===== config.mk =====
export PLATFORM = sky130hd
export DESIGN_NAME = fifo_rd_packer
export DESIGN_NICKNAME = d
export VERILOG_FILES = /design/src/rtl/fifo_rd_packer.sv
export SDC_FILE = /design/constraint.sdc
export NUM_CORES = 1
export LEC_CHECK = 0
export ABC_CLOCK_PERIOD_IN_PS = 4900
export CORE_MARGIN = 3
export CORE_UTILIZATION = 61
export DETAILED_ROUTE_END_ITERATION = 10
export PLACE_DENSITY = 0.95
export SYNTH_ARGS = -nofsm -noshare
export SYNTH_HDL_FRONTEND = slang
export SYNTH_SLANG_ARGS = --single-unit

===== constraint.sdc =====
create_clock -name rclk -period 4.9 [get_ports rclk]
set_input_delay 0.98 -clock rclk [delete_from_list [all_inputs] [get_ports rclk]]
set_output_delay 0.98 -clock rclk [all_outputs]
set_load 0.02 [all_outputs]

===== src/rtl/fifo_rd_packer.sv =====
// Read-side consumer for the async FIFO: packs RATIO consecutive entries into one
// wide word and presents it on a valid/ready stream through a 2-entry output queue.
//
// state          | meaning
// ST_FILL        | popping entries into the accumulator; flush handled immediately if a slot is free
// ST_FLUSH_PEND  | flush requested but output queue full; popping held off until a slot frees
module fifo_rd_packer #(
    parameter int DATASIZE = 8,
    parameter int RATIO    = 4
) (
    input  logic                      rclk,
    input  logic                      rrst_n,
    input  logic [DATASIZE-1:0]       rdata,
    input  logic                      rempty,
    output logic                      rinc,
    input  logic                      flush,
    output logic [DATASIZE*RATIO-1:0] m_data,
    output logic [RATIO-1:0]          m_keep,
    output logic                      m_last,
    output logic                      m_valid,
    input  logic                      m_ready,
    output logic                      busy
);

    localparam int WW = DATASIZE * RATIO;
    localparam int CW = $clog2(RATIO);
    localparam logic [CW-1:0] LAST_LANE = CW'(RATIO - 1);

    typedef enum logic {
        ST_FILL       = 1'b0,
        ST_FLUSH_PEND = 1'b1
    } state_t;

    typedef struct packed {
        logic             last;
        logic [RATIO-1:0] keep;
        logic [WW-1:0]    data;
    } q_entry_t;

    state_t          state, state_nxt;
    logic [CW-1:0]   lane_cnt, lane_cnt_nxt;
    logic [WW-1:0]   acc, acc_nxt, acc_ins;
    logic [RATIO-1:0] partial_keep;

    q_entry_t        q0, q1, q0_nxt, q1_nxt, push_entry;
    logic [1:0]      qcount, qcount_nxt;
    logic [1:0]      wr_idx;

    logic            flush_pend;
    logic            flush_req;
    logic            slot_free;
    logic            do_flush;
    logic            q_pop;
    logic            push;
    logic            pop_last;

    assign flush_pend = (state == ST_FLUSH_PEND);
    assign q_pop      = m_valid && m_ready;
    // qcount==2 implies m_valid, so m_ready alone means a transfer frees a slot
    assign slot_free  = (qcount != 2'd2) || m_ready;
    assign flush_req  = flush_pend || (flush && (lane_cnt != '0));
    assign do_flush   = flush_req && slot_free;

    assign rinc = rrst_n && !rempty && !flush && !flush_pend &&
                  ((lane_cnt != LAST_LANE) || slot_free);
    assign pop_last = rinc && (lane_cnt == LAST_LANE);

    assign partial_keep = (RATIO'(1) << lane_cnt) - RATIO'(1);

    always_comb begin
        acc_ins = acc;
        for (int i = 0; i < RATIO; i++) begin
            if (lane_cnt == CW'(i)) begin
                acc_ins[i*DATASIZE +: DATASIZE] = rdata;
            end
        end
    end

    always_comb begin
        state_nxt       = state;
        lane_cnt_nxt    = lane_cnt;
        acc_nxt         = acc;
        push            = 1'b0;
        push_entry.data = acc_ins;
        push_entry.keep = '1;
        push_entry.last = 1'b0;
        case (state)
            ST_FILL: begin
                if (flush_req) begin
                    if (do_flush) begin
                        push            = 1'b1;
                        push_entry.data = acc;
                        push_entry.keep = partial_keep;
                        push_entry.last = 1'b1;
                        lane_cnt_nxt    = '0;
                        acc_nxt         = '0;
                    end else begin
                        state_nxt = ST_FLUSH_PEND;
                    end
                end else if (rinc) begin
                    if (pop_last) begin
                        push         = 1'b1;
                        lane_cnt_nxt = '0;
                        acc_nxt      = '0;
                    end else begin
                        acc_nxt      = acc_ins;
                        lane_cnt_nxt = lane_cnt + CW'(1);
                    end
                end
            end
            ST_FLUSH_PEND: begin
                if (slot_free) begin
                    push            = 1'b1;
                    push_entry.data = acc;
                    push_entry.keep = partial_keep;
                    push_entry.last = 1'b1;
                    lane_cnt_nxt    = '0;
                    acc_nxt         = '0;
                    state_nxt       = ST_FILL;
                end
            end
            default: state_nxt = ST_FILL;
        endcase
    end

    always_ff @(posedge rclk or negedge rrst_n) begin
        if (!rrst_n) begin
            state    <= ST_FILL;
            lane_cnt <= '0;
            acc      <= '0;
        end else begin
            state    <= state_nxt;
            lane_cnt <= lane_cnt_nxt;
            acc      <= acc_nxt;
        end
    end

    // Output queue: q0 is the head; a push lands behind whatever survives the pop.
    always_comb begin
        q0_nxt     = q0;
        q1_nxt     = q1;
        qcount_nxt = qcount;
        wr_idx     = qcount - {1'b0, q_pop};
        if (q_pop) begin
            q0_nxt = q1;
        end
        if (push) begin
            if (wr_idx == 2'd0) begin
                q0_nxt = push_entry;
            end else begin
                q1_nxt = push_entry;
            end
        end
        case ({push, q_pop})
            2'b10:   qcount_nxt = qcount + 2'd1;
            2'b01:   qcount_nxt = qcount - 2'd1;
            default: qcount_nxt = qcount;
        endcase
    end

    always_ff @(posedge rclk or negedge rrst_n) begin
        if (!rrst_n) begin
            q0     <= '0;
            q1     <= '0;
            qcount <= 2'd0;
        end else begin
            q0     <= q0_nxt;
            q1     <= q1_nxt;
            qcount <= qcount_nxt;
        end
    end

    assign m_valid = (qcount != 2'd0);
    assign m_data  = q0.data;
    assign m_keep  = q0.keep;
    assign m_last  = q0.last;
    assign busy    = (lane_cnt != '0) || flush_pend;

endmodule


# After elaboration in Yosys (flattened, before gate mapping)
# Cells that the tools add are included.
[totals] output_inout_bits=40 word_cells=84 input_bits=13 ram_bits=0 rom_bits=0 latchBits=0 ff_bits=111 memories=0
[op_classes] order_cmp=0 shifts=1 n_reduce_logical=22 eq_ne=10 n_mux=34 n_addsub=5 mul=0 n_div=0 bitwise=2
[op_table] op="two-way mux 37 bit" count=6
[op_table] op="two-way mux 32 bit" count=5
[op_table] op="one-hot mux 37 bit (2 select lines)" count=1
[op_table] op="one-hot mux 32 bit (2 select lines)" count=1
[op_table] op="two-way mux 8 bit" count=4
[op_table] op="two-way mux 2 bit" count=5
[op_table] op="logical AND 1 bit" count=8
[op_table] op="two-way mux 1 bit" count=8
[op_table] op="one-hot mux 2 bit (2 select lines)" count=2
[op_table] op="equality test 2 bit, second input constant" count=3
[op_table] op="!= test 3 bit, second input constant" count=2
[op_table] op="nonzero test 2 bit" count=3
[op_table] op="adder 2 x 1 -> 2 bit, second input constant" count=2
[op_table] op="equality test 2 x 1 -> 1 bit, second input constant" count=2
[op_table] op="zero test 2 bit" count=2
[op_table] op="logical OR 1 bit" count=4
[op_table] op="!= test 2 bit, second input constant" count=2
[op_table] op="one-hot mux 1 bit (2 select lines)" count=2
[op_table] op="<< shifter 1 x 2 -> 4 bit, first input constant" count=1
[op_table] op="subtractor 4 x 2 -> 4 bit, second input constant" count=1
[op_table] op="zero test 1 bit" count=3
[op_table] op="AND reduction 3 bit" count=1
[op_table] op="!= test 2 x 1 -> 1 bit, second input constant" count=1
[op_table] op="inverter 1 bit" count=2
[op_table] op="3 further kinds" count=3

# Logic depth before layout (Yosys ltp)
# Gate-level depths: netlist of run 1.
[depth] word_depth=12 depth_mapped=12 mapped_depth_nobuf=10

# Least setup slack after synthesis of run 1
# OpenSTA, ideal clock, no wires.
[synth_path] path_type="in2out" start="input port flush" end="output port rinc" arrival_ns=1.982 required_time_ns=3.920 path_slack_ns=1.938 path_stages=2 path_buffers=0 path_cell_list="or4b_2 -> a21oi_2"
[synth_via] elab_chain_cells=4
[synth_lines] element="start, declared" line="16" rtl="input logic flush,"
[synth_lines] element="zero test 1 bit" line="64" rtl="assign rinc = rrst_n && !rempty && !flush && !flush_pend &&"
[synth_lines] element="logical AND 1 bit (3 in a row)" line="64"
[synth_lines] element="end, declared" line="15" rtl="output logic rinc,"
# No other way between the ends.

# Final worst setup path of run 1
# Same ends and word-level chain as after synthesis.

==> results of run 1 <==
-- cell type report --
cell class	count	area [µm²]
well taps	102	128
clock buffers	11	141
clock inverters	5	63.8
inverters	4	15.0
multi-input cells	321	2220
repair buffers	57	556
fillers	540	2070
flip-flops and latches	111	2780
-- worst register-to-register path: stages (launching register included) --
cell and delay [ns]:
dfrtp_1 0.43, inv_1 0.10, ha_1 0.33, and2b_2 0.30
nor3_1 0.25, or3_2 0.93, mux2i_1 0.30
-- through the flow --
| step | util [%] | hold slack [ns] |
|---|---|---|
| 2_1_floorplan | - | 0.449 |
| 3_3_place_gp | 71.5 | 0.457 |
| 3_5_place_dp | 71.5 | 0.472 |
| 4_1_cts | 74.0 | 0.494 |
| 5_1_grt | 74.0 | 0.521 |
| 6_report | 74.0 | 0.490 |
-- final timing paths --
path,endpoint,cells past startpoint,startpoint,slack (ns)
max,rinc,4,flush,0.90
min,q1[5]$_DFFE_PN0P_,2,q1[5]$_DFFE_PN0P_,0.49
max reg2reg,m_data[24]$_DFF_PN0_,6,lane_cnt[0]$_DFFE_PN0P_,2.17
min reg2reg,q1[5]$_DFFE_PN0P_,2,q1[5]$_DFFE_PN0P_,0.49
max in group asynchronous,acc[19]$_DFFE_PN0P_,3,rrst_n,2.90
min in group asynchronous,q1[1]$_DFFE_PN0P_,2,rrst_n,0.66
-- logic make-up after synthesis --
logic type / share of synthesized area [%]
AOI/OAI and AO/OA: 9.11
xor gates and xnor gates: 0.678
adders and majority gates: 1.21
buffers and inverters: 3.34
DFF: 53.8
muxes: 20.0
and+or+nand+nor: 11.9
-- placed cells by master (no fill, tap or decap), drive strengths merged, types with 2 or more instances in the layout --
cell / instances
a21oi: 4
a31oi: 3
and2: 5
buf: 6
clkbuf: 11
clkdlybuf4s50: 51
clkinv: 2
dfrtp: 111
ha: 5
inv: 5
mux2i: 102
nand2: 89
nor2: 9
nor2b: 13
nor3: 2
nor4bb: 2
o21ai: 65
or3: 2
xnor2: 2
xor2: 2
-- power by group --
part           switching (W)  internal, W
clock network       0.000308     0.000256
registers           0.000181      0.00120
logic               0.000861     0.000664
total                0.00135      0.00212
-- sequential cells by signal, indices dropped and copies added (netlist names) --
name,flops
m_keep,4
m_last,1
acc,32
qcount,2
q1,37
lane_cnt,2
flush_pend,1
m_data,32
-- routing by layer --
| metal | global-route usage, % | wire, µm | part of all wire (%) |
|---|---|---|---|
| met5 | 0 | 0 | 0 |
| met4 | 8.84 | 185 | 1.7 |
| met3 | 3.86 | 574 | 5.2 |
| met2 | 37.0 | 5310 | 48 |
| met1 | 33.2 | 4940 | 45 |
==> results.md, run 1 <==
* Worst-Margin Slew at 1.13 ns
* Startpoint types: input pin
* Worst path arrival time at 3.02 ns
* Area added between synthesis and finish at 14.2%
* Cts repair resizes at 0
* Cells after DPL at between 500 and 600
* Worst EP required at 3.92 ns
* FF+latch count, synth at roughly 110
* Row cnt at 32
* Cell taking the most area after synthesis: dfrtp_1
* Last weighted congestion value of the routability-driven placer at 0.858
* PwrDens at a little under 600 nW/µm²
* Fmax at 250 MHz
* CP delay by family, top: buffers and inverters
* Top Ports at 53
* Synth Warn # at 0
* CTS Buf Count at 9
* Vias at 3613
* Ant. Diodes at 0
* Initial DRC count at 252
* Die Wd at 98.0 µm
* Final setup fails at 0
* Max-slew violations at 0
* Final period util at 81.6%
* Clock slew at reported path FFs at ~0.10 ns
* Synth top cells by count: dfrtp_1, mux2i_1, nand2_1, o21ai_0, nor2b_1
* Largest net degree at the start of global routing at between 70 and 80
* H-tree levels at 3
* Starting Density at between 60% and 70%
* CP cell instances: clkdlybuf4s50_1 -> or4b_2 -> a21oi_2 -> clkdlybuf4s50_1
* PortBufs at 52
* Dominant synthesized flop cell: dfrtp_1
* Most common cell in the netlist: dfrtp_1
* Avg Cell Area, Syn at 11.2 µm²
* Vias in the first global route at between 3000 and 4000
* Postcts setup bufs at 0
* Max IR drop VDD at 0.000285 V
* Nets at 522
* CTS tree: yes
* GRT overflow at 0
* DRT Pass-1 Iters at 4
* Status: finished clean
* Initial antenna violation count at 0
* Min Tclk post-route at between 3 and 4 ns
* Core area at about 8000 µm²
* Die H at 98.0 µm
* Clock tree buffer depth at 2
* Min-Delay Path Class: flop to flop
* FFs w/ async S/R, synth at 100%
* Fraction of layout cells with a size suffix above 1 at 7.07%
* Wirelength per Cell at approximately 18 µm
* Pre-CTS setup slack at just under 0.9 ns
* Fin worst setup slack at 0.903 ns
* Layout Skew at about 0.015 ns
* Cells after Synth at around 460
* Dpl hpwl at 7.25 mm
* Routed WL at 11.0 mm
* # DRC at 0
* Via-to-Cell Ratio at 5.91
* Netlist cell types at 43
* Global Route Usage Sum at between 20% and 30%
* Clk_lat worst skew at about 0.37 ns
* Hold-fix buffers, CTS at 0
* Worst path max stage delay at 0.75 ns
* P_leak at 2.85 nW
* Syn_nets at 481
* Die area at 9610 µm²
* Synth area leaders: dfrtp_1, mux2i_1, nand2_1
* Overall Power at 0.00347 W
* Seq/Total Area, Yosys at 53.8%
* Slowest cell on crit path: or4b_2
* Critical path buffers and inverters at 2
* Critical Path End Type: output port
* ANT nets after route at 0
* Fin cells at 611
* Post-synth EDFFs at 0
* Final instance area at 5900 µm²
* Clock sinks at approximately 110
* MaxCap Viol Count at 0
* Setup TNS at 0 ns
* Final hold viol count at 0
* Global-route wire length before repair at 18.2 mm
* RSZ-0062 raised after global routing: false
* Post-DP Area at 5690 µm²
* Crit Path Category: input pin to output port
* Worst Path Max Fanout at 6
* CP dominant cell by count: clkdlybuf4s50_1
* Synth top area share at between 50% and 60%
* Rel. slew slack at 24.7%
* CTS root buffer: clkbuf_8
* Post-Syn Area at ~5200 µm²
Note: power is estimated with default switching activity, not from simulation.
==> run 2: changes to the inputs <==
==> config.mk (replaced) <==
export PLATFORM = sky130hd
export DESIGN_NAME = fifo_rd_packer
export DESIGN_NICKNAME = d
export VERILOG_FILES = /design/src/rtl/fifo_rd_packer.sv
export SDC_FILE = /design/constraint.sdc
export NUM_CORES = 1
export LEC_CHECK = 0
export ABC_CLOCK_PERIOD_IN_PS = 4000
export CORE_MARGIN = 3
export CORE_UTILIZATION = 57
export DETAILED_ROUTE_END_ITERATION = 10
export PLACE_DENSITY = 0.9
export SYNTH_ARGS = -nofsm -noshare
export SYNTH_HDL_FRONTEND = slang
export SYNTH_SLANG_ARGS = --single-unit
==> constraint.sdc (replaced) <==
create_clock -name rclk -period 4 [get_ports rclk]
set_input_delay 0.8 -clock rclk [delete_from_list [all_inputs] [get_ports rclk]]
set_output_delay 0.8 -clock rclk [all_outputs]
set_load 0.02 [all_outputs]
==> run 2 against run 1 <==
- hold slack got worse by 0.082 ns
- utilization fell by 6.2 points
- clock skew fell by 0.0076 ns
- setup slack got worse by 0.54 ns
- largest power group unchanged
==> results.md, run 2 (same netlist as run 1, synthesis figures left out) <==
* GRT overflow at 0 (unchanged)
* M1 WL at 4.53 mm (was 4.94 mm)
* Initial antenna violation count at 0 (unchanged)
* Final hold viol count at 0 (unchanged)
* Worst-Margin Slew at 1.10 ns (was 1.13 ns)
* Worst Path Max Fanout at 6 (unchanged)
* Wirelength per Cell at 17.3 µm (was 18.0 µm)
* Clk_lat worst skew at 0.38 ns (was 0.37 ns)
* Clock tree buffer depth at 2 (unchanged)
* Most frequent cells in the layout: dfrtp_1, mux2i_1, nand2_1 (unchanged)
* Routed wl met3 at 558 µm (was 574 µm)
* Worst R2R Path Depth at 6 (unchanged)
* Hold-fix buffers, CTS at 0 (unchanged)
* Setup TNS at 0 ns (unchanged)
* Final setup fails at 0 (unchanged)
* Fmax at 275 MHz
* PwrDens at 723 nW/µm² (was 588 nW/µm²)
* P_leak at 2.87 nW (was 2.85 nW)
* CTS root buffer: clkbuf_8 (unchanged)
* Global Route Usage Sum at 22.6% (was 23.5%)
* Largest net degree at the start of global routing at 91 (was 78)
* Status: finished clean (unchanged)
* Die H at 101 µm (was 98.0 µm)
* Nets at 525 (was 522)
* Critical Path End Type: output port (unchanged)
* Last element of the critical path: rinc (unchanged)
* WL met2 at 5.39 mm (was 5.31 mm)
* RSZ-0062 raised after global routing: false (unchanged)
* Worst R2R Setup Slack at 1.28 ns (was 2.17 ns)
* Ant. Diodes at 0 (unchanged)
* Core area at 8760 µm² (was 7970 µm²)
* Die area at 10200 µm² (was 9610 µm²)
* Most flops, register: q1 (unchanged)
* Global-route wire length before repair at 18.1 mm (was 18.2 mm)
* Clock sinks at 111 (unchanged)
* Worst EP required at 3.20 ns (was 3.92 ns)
* Max IR drop VDD at 0.000304 V (was 0.000285 V)
* Startpoint types: input pin (unchanged)
* Post-DP Area at 5720 µm² (was 5690 µm²)
* PortBufs at 52 (unchanged)
* Fillers at 637 (was 540)
* Via-to-Cell Ratio at 5.78 (was 5.91)
* Dpl hpwl at 7.10 mm (was 7.25 mm)
* CTS Buf Count at 9 (unchanged)
* CTS tree: yes (unchanged)
* Crit Path Category: input pin to output port (unchanged)
* Routed WL at 10.7 mm (was 11.0 mm)
* FF-to-FF End: m_data[5]$_DFF_PN0_ (was m_data[24]$_DFF_PN0_)
* # DRC at 0 (unchanged)
* Max reg flops at 37 (unchanged)
* Worst path arrival time at 2.84 ns (was 3.02 ns)
* Fraction of layout cells with a size suffix above 1 at 7.62% (was 7.07%)
* Highest routed metal layer: met4 (unchanged)
* Area added between synthesis and finish at 15.1% (was 14.2%)
* Min Tclk post-route at about 3.6 ns
* Top Ports at 53 (unchanged)
* MaxCap Viol Count at 0 (unchanged)
* Leading cell type in the layout, fill and taps excluded: dfrtp_1 (unchanged)
* Max-slew violations at 0 (unchanged)
* Initial DRC count at 227 (was 252)
* H-tree levels at 3 (unchanged)
* Layout Skew at 0.00729 ns (was 0.0149 ns)
* ANT nets after route at 0 (unchanged)
* Vias at 3583 (was 3613)
* Last weighted congestion value of the routability-driven placer at 0.930 (was 0.858)
* Clock slew at reported path FFs at 0.10 ns (about the same)
* Row cnt at 34 (was 32)
* Min-Delay Path Class: input pin to async pin (was flop to flop)
* Rel. slew slack at 26.6% (was 24.7%)
* Final instance area at 5950 µm² (was 5900 µm²)
* Vias in the first global route at 3647 (was 3726)
* Die Wd at 101 µm (was 98.0 µm)
* Cts repair resizes at 0 (unchanged)
* Final period util at between 90% and 100%
* Postcts setup bufs at 0 (unchanged)
* Starting Density at 58.9% (was 64.8%)
* DRT Pass-1 Iters at 5 (was 4)
* Crit. Startpoint: flush (unchanged)
* Worst R2R Start: lane_cnt[0]$_DFFE_PN0P_ (unchanged)
## run 2: cell type report
cell class | instances | area [µm²] | share of cell area, %
flip-flops and latches | 111 | 2780 | 46.7
multi-input cells | 321 | 2220 | 37.3
repair buffers | 60 | 578 | 9.72
clock buffers | 11 | 141 | 2.38
well taps | 108 | 135 | 2.27
clock inverters | 5 | 81.3 | 1.37
inverters | 4 | 15.0 | 0.253
## run 2: how the worst min path moves through the flow
stage	start	endpoint	slack (ns)	cells after the start
4_1_cts	rrst_n	m_keep[2]$_DFF_PN0_	0.41	2
3_3_place_gp	q1[33]$_DFFE_PN0P_	q1[33]$_DFFE_PN0P_	0.46	1
3_5_place_dp	q1[31]$_DFFE_PN0P_	q1[31]$_DFFE_PN0P_	0.47	2
2_1_floorplan	q1[33]$_DFFE_PN0P_	q1[33]$_DFFE_PN0P_	0.45	1
6_report	rrst_n	m_keep[3]$_DFF_PN0_	0.41	2
5_1_grt	rrst_n	m_keep[3]$_DFF_PN0_	0.42	2
## run 2: metrics by stage
stage / total power (W) / util [%] / hold slack (ns) / worst slack (ns) / std cells
final: 0.00430 / 67.8 / 0.408 / 0.365 / 620
after global routing: 0.00456 / 67.8 / 0.422 / 0.290 / 620
after CTS: 0.00432 / 67.8 / 0.407 / 0.353 / 620
after detailed placement: 0.00358 / 65.3 / 0.470 / 0.357 / 604
after global placement: 0.00350 / 65.3 / 0.459 / 0.377 / 604
after floorplan: 0.00297 / - / 0.449 / 1.40 / 463
## run 2: critical path, cell delays in order
cell and delay (ns):
clkdlybuf4s50_1 0.49, or4b_2 0.75, a21oi_2 0.17, clkdlybuf4s50_1 0.63
## run 2: report_power, final
part / switching, W / total, W / internal [W] / leakage [nW]
combinational: 0.00105 / 0.00188 / 0.000823 / 1.28
sequential: 0.000218 / 0.00169 / 0.00147 / 1.48
clock: 0.000366 / 0.000736 / 0.000370 / 0.110
total: 0.00164 / 0.00430 / 0.00266 / 2.87
## run 2: per-layer routing
metal	up-vias	track usage, %
li1	1683	-
met3	19	4.48
met2	115	38.5
met1	1766	29.4
met4	0	7.16
met5	-	0
